File: src/rtl/cic_comp_pkg.sv
// rtl/cic_comp_pkg.sv - shared constants, coefficient table and FSM states for the CIC compensation FIR
package cic_comp_pkg;

    localparam int TAPS   = 7;
    localparam int COEF_W = 10;
    localparam int ACC_W  = 21;
    localparam int SHIFT  = 7;
    localparam int IDX_W  = 3;

    // Symmetric droop-compensation kernel; sums to 2^SHIFT for unity DC gain.
    localparam logic signed [COEF_W-1:0] COEFS [TAPS] = '{
        -10'sd8, 10'sd24, -10'sd64, 10'sd224, -10'sd64, 10'sd24, -10'sd8
    };

    typedef enum logic [1:0] {
        IDLE,
        MAC,
        OUT
    } state_t;

endpackage

File: src/rtl/sat_round_8.sv
// rtl/sat_round_8.sv - round-half-up, arithmetic shift and clamp of an accumulator to signed 8 bits
import cic_comp_pkg::*;

module sat_round_8 (
    input  logic signed [ACC_W-1:0] acc,
    output logic signed [7:0]       y
);

    localparam logic signed [ACC_W:0] ROUND = (ACC_W+1)'(1) << (SHIFT-1);
    localparam logic signed [ACC_W:0] MAXV  = (ACC_W+1)'(127);
    localparam logic signed [ACC_W:0] MINV  = (ACC_W+1)'(-128);

    logic signed [ACC_W:0] rounded;
    logic signed [ACC_W:0] shifted;

    // One guard bit keeps the rounding add from wrapping at the accumulator's extremes.
    always_comb begin
        rounded = (ACC_W+1)'(acc) + ROUND;
        shifted = rounded >>> SHIFT;
        if (shifted > MAXV) begin
            y = 8'sd127;
        end else if (shifted < MINV) begin
            y = -8'sd128;
        end else begin
            y = shifted[7:0];
        end
    end

endmodule

File: src/rtl/cic_comp_fir.sv
// rtl/cic_comp_fir.sv - 7-tap droop-compensation FIR behind the CIC decimator, one shared MAC
import cic_comp_pkg::*;

module cic_comp_fir (
    input  logic              clk,
    input  logic              rst,
    input  logic signed [7:0] d_in,
    input  logic              d_clk,
    output logic signed [7:0] d_out,
    output logic              d_valid,
    output logic              overrun
);

    state_t state;
    state_t next_state;

    logic                        d_clk_q;
    logic                        strobe;
    logic                        load;
    logic                        mac_en;
    logic                        out_en;
    logic                        busy_strobe;
    logic signed [7:0]           x [TAPS];
    logic        [IDX_W-1:0]     idx;
    logic signed [ACC_W-1:0]     acc;
    logic signed [7:0]           x_sel;
    logic signed [COEF_W-1:0]    coef_sel;
    logic signed [7+COEF_W:0]    prod;
    logic signed [7:0]           rounded;

    assign strobe = d_clk & ~d_clk_q;

    always_ff @(posedge clk or posedge rst) begin
        if (rst) begin
            state <= IDLE;
        end else begin
            state <= next_state;
        end
    end

    always_comb begin
        next_state = state;
        case (state)
            IDLE:    if (strobe) next_state = MAC;
            MAC:     if (idx == IDX_W'(TAPS-1)) next_state = OUT;
            OUT:     next_state = IDLE;
            default: next_state = IDLE;
        endcase
    end

    always_comb begin
        load        = (state == IDLE) && strobe;
        mac_en      = (state == MAC);
        out_en      = (state == OUT);
        busy_strobe = (state != IDLE) && strobe;
    end

    always_comb begin
        x_sel    = x[idx];
        coef_sel = COEFS[idx];
        prod     = x_sel * coef_sel;
    end

    sat_round_8 u_sat_round_8 (
        .acc (acc),
        .y   (rounded)
    );

    always_ff @(posedge clk or posedge rst) begin
        if (rst) begin
            d_clk_q <= 1'b0;
            d_out   <= '0;
            d_valid <= 1'b0;
            overrun <= 1'b0;
            acc     <= '0;
            idx     <= '0;
            for (int i = 0; i < TAPS; i++) begin
                x[i] <= '0;
            end
        end else begin
            d_clk_q <= d_clk;
            d_valid <= out_en;
            if (load) begin
                for (int i = TAPS-1; i > 0; i--) begin
                    x[i] <= x[i-1];
                end
                x[0] <= d_in;
                acc  <= '0;
                idx  <= '0;
            end
            if (mac_en) begin
                acc <= acc + ACC_W'(prod);
                idx <= idx + 1'b1;
            end
            if (out_en) begin
                d_out <= rounded;
            end
            // Strobes landing mid-computation are lost; flag it until reset.
            if (busy_strobe) begin
                overrun <= 1'b1;
            end
        end
    end

endmodule

File: config.mk
export PLATFORM = sky130hd
export DESIGN_NAME = cic_comp_fir
export DESIGN_NICKNAME = d
export VERILOG_FILES = /design/src/rtl/cic_comp_pkg.sv /design/src/rtl/sat_round_8.sv /design/src/rtl/cic_comp_fir.sv
export SDC_FILE = /design/constraint.sdc
export NUM_CORES = 1
export LEC_CHECK = 0
export CAP_MARGIN = 0
export CORE_UTILIZATION = 25
export CTS_CLUSTER_DIAMETER = 100
export CTS_CLUSTER_SIZE = 20
export DETAILED_ROUTE_END_ITERATION = 8
export SYNTH_ARGS = -nofsm -noshare
export SYNTH_HDL_FRONTEND = slang
export SYNTH_HIERARCHICAL = 1
export SYNTH_SLANG_ARGS = --single-unit
File: constraint.sdc
create_clock -name clk -period 8.45 [get_ports clk]
set_input_delay 1.2675 -clock clk [delete_from_list [all_inputs] [get_ports clk]]
set_output_delay 1.2675 -clock clk [all_outputs]
set_load 0.05 [all_outputs]
==> load_flow_metrics.sql <==
INSERT INTO impl_metrics (metric_group, metric, value, unit) VALUES
('worst_setup_path', 'timing.critical_path.slowest_stage_cell', 'dfrtp_1', ''),
('logic_synthesis', 'postSynthCellCount', '638', ''),
('worst_setup_path', 'critPathArrivalTime', '6.96', 'ns'),
('logic_synthesis', 'yosys_warnings', '6', ''),
('global_routing', 'grt_start_max_net_pins', '75', ''),
('clock_network', 'max-clock-path-buffers', '2', ''),
('clock_network', 'cts.reportedPaths.clkPinSlew', '0.08', 'ns'),
('logic_synthesis', 'syn_area', '0.00722', 'sq mm'),
('routing', 'drtIter0Drc', '299', ''),
('place', 'io_buffer_count', '20', ''),
('floorplanning', 'dieArea', '0.0296', 'sq mm'),
('clock_network', 'tritoncts', 'done', ''),
('floorplanning', 'ios', '21', ''),
('floorplanning', 'core-area', '0.0281', 'sq mm'),
('timing', 'rsz_0062_raised_after_global_routing', 'false', ''),
('routing', 'routed_wl', '14400', 'um'),
('floorplanning', 'chipHeight', '172', 'um'),
('clock_network', 'cts_htree_levels', '3', ''),
('worst_setup_path', 'critical-path-max-stage-delay', '1.02', 'ns'),
('routing', 'vias_per_cell', '4.41', ''),
('worst_setup_path', 'crit_path_max_fanout', '26', ''),
('timing', 'timing.fmax', '0.149', 'GHz'),
('floorplanning', 'die_w', '172', 'um'),
('worst_setup_path', 'crit_type', 'flop to flop', ''),
('clock_network', 'numClockSinks', '90', ''),
('timing', 'final_min_period_over_clock_period', '0.797', ''),
('global_routing', 'gr-total-overflow', '0', ''),
('routing', 'dr_drc_count', '0', ''),
('clock_network', 'worstSkewPairLatency', '0.36', 'ns'),
('timing', 'hold_vio_cnt_final', '0', ''),
('routing', 'wl_per_cell', '13.9', 'um'),
('clock_network', 'cts.repair_timing.setup_buffer_count', '0', ''),
('timing', 'fin_tns_setup', '0', 'ns'),
('routing', 'drt_first_pass_iters', '4', ''),
('logic_synthesis', 'mapped_avg_cell_area', '11.3', 'sq um'),
('worst_setup_path', 'critical_path.cell_chain', 'nor2_1 -> a221o_1 -> o21ai_1 -> nand2b_1 -> inv_1 -> fa_1 -> inv_1 -> fa_1 -> inv_1 -> fa_1 -> inv_1 -> fa_1 -> inv_1 -> ha_1 -> ha_1 -> o21a_1 -> nor2_1 -> and2b_2 -> a311oi_2 -> xnor2_1 -> o21ai_1', ''),
('global_routing', 'antenna_found_initial', '0', ''),
('timing', 'timing.final.crit_period', '6.73', 'ns'),
('timing', 'worst_pin_slew', '1.01', 'ns'),
('place', 'dpl.hpwl', '11000', 'um'),
('cells_and_area', 'fin_nets', '787', ''),
('cells_and_area', 'antenna-diode-count', '0', ''),
('clock_network', 'cts_made_buffers', '9', ''),
('status', 'status', 'complete, no violations', ''),
('worst_setup_path', 'crit_top_cell', 'inv_1', ''),
('floorplanning', 'core.rowCount', '61', ''),
('worst_setup_path', 'start_kind', 'flop', ''),
('cells_and_area', 'layout-area-overhead-vs-synth', '12.9', '%'),
('global_routing', 'global_route_wire_length_before_repair', '25000', 'um'),
('place', 'globalplace.congestion', '0.785', ''),
('clock_network', 'cts_hold_buf', '0', ''),
('timing', 'worst_clock_skew', '0.0141', 'ns'),
('global_routing', 'global_route.usage.total', '0.106', ''),
('routing', 'num_vias', '4573', ''),
('min_path', 'holdCritPathClass', 'flop to flop', ''),
('clock_network', 'ctsRootBufferMaster', 'clkbuf_16', ''),
('floorplanning', 'initial_core_util', '0.257', ''),
('worst_setup_path', 'crit_path_end_kind', 'flop', ''),
('global_routing', 'first_global_vias', '4880', ''),
('logic_synthesis', 'synth.net_count', '772', ''),
('cells_and_area', 'post_route_cells_drive_above_1_share', '0.184', ''),
('timing', 'slew_headroom', '0.324', ''),
('clock_network', 'cts_resized', '0', ''),
('routing', 'ant_nets', '0', ''),
('worst_setup_path', 'cp.required', '8.68', 'ns'),
('timing', 'report.final.setup_viol', '0', ''),
('run', 'max_cap_violations', '0', ''),
('timing', 'timing.final.max_slew_violations', '0', '');
## worst paths after layout
check,slack [ns],end,from,depth (start not counted)
worst max register to register,1.72,acc[20],idx[2],21
worst min register to register,0.50,overrun,overrun,1
worst max-delay path,1.72,acc[20],idx[2],21
min in group asynchronous,1.34,x[30],rst,2
max in group asynchronous,6.00,acc[20],rst,3
worst min-delay path,0.50,overrun,overrun,1
## through the flow
stage / utilization / hold WS [ns] / instance area, sq um / worst slack (ns) / instances
finish: 0.290 / 0.497 / 8160 / 1.72 / 1036
global route: 0.290 / 0.520 / 8160 / 1.28 / 1036
CTS: 0.290 / 0.500 / 8160 / 1.70 / 1036
detailed placement: 0.280 / 0.479 / 7850 / 1.70 / 1020
global placement: 0.280 / 0.469 / 7850 / 1.82 / 1020
floorplan: - / 0.475 / 7220 / 2.13 / 638
## per-layer routing
layer | part of all wire | global-route usage | up-vias
met1 | 0.50 | 0.149 | 2303
li1 | - | - | 2192
met2 | 0.46 | 0.173 | 66
met3 | 0.031 | 0.0199 | 12
met4 | 0.0074 | 0.0154 | 0
met5 | 0 | 0 | -
## worst max-delay path: cells and delay by family, from the launching register on
family / cells / cell delay [ns]
flip-flops: 1 / 1.02
AND/OR/NAND/NOR: 4 / 1.03
adder cells (fa/ha/maj): 6 / 2.85
AO/OA/AOI/OAI: 5 / 1.06
XOR/XNOR: 1 / 0.15
buffers and inverters: 5 / 0.49
## layout make-up
type / count / area, sq um
clock buffer: 9 / 225
clock inverter: 7 / 76.3
fill: 2940 / 19900
inverter: 92 / 347
multi-input combinational: 433 / 4530
sequential: 90 / 2250
tap: 378 / 473
timing repair buffer: 27 / 253
## sequential cells by signal, indices dropped and copies added (netlist names)
name,cells
d_out,8
d_valid,1
acc,18
overrun,1
idx,3
state,2
x,56
d_clk_q,1
## layout by cell type (no fill, tap or decap), types with 3 or more instances in the layout
cell type and n:
fa_1 75, nor2b_1 4, o21ai_1 9, a221o_1 5, clkbuf_16 9, a21oi_1 17
inv_1 89, o22ai_1 6, nand2b_1 10, buf_4 7, or3_1 3, ha_1 48
inv_8 3, dfrtp_1 90, o21ai_0 15, clkdlybuf4s50_1 20, or2_2 4, nand3_1 3
nor3_1 4, mux2_2 69, mux2i_1 3, xnor2_1 13, mux4_2 8, a21o_1 6
nand4_1 4, o31ai_1 5, nand2_1 32, nor2_1 33, xor2_1 9
Power is left out: the tool's default activity adds up to more than one toggle a clock period on the data nets, which glitch-free logic cannot reach.
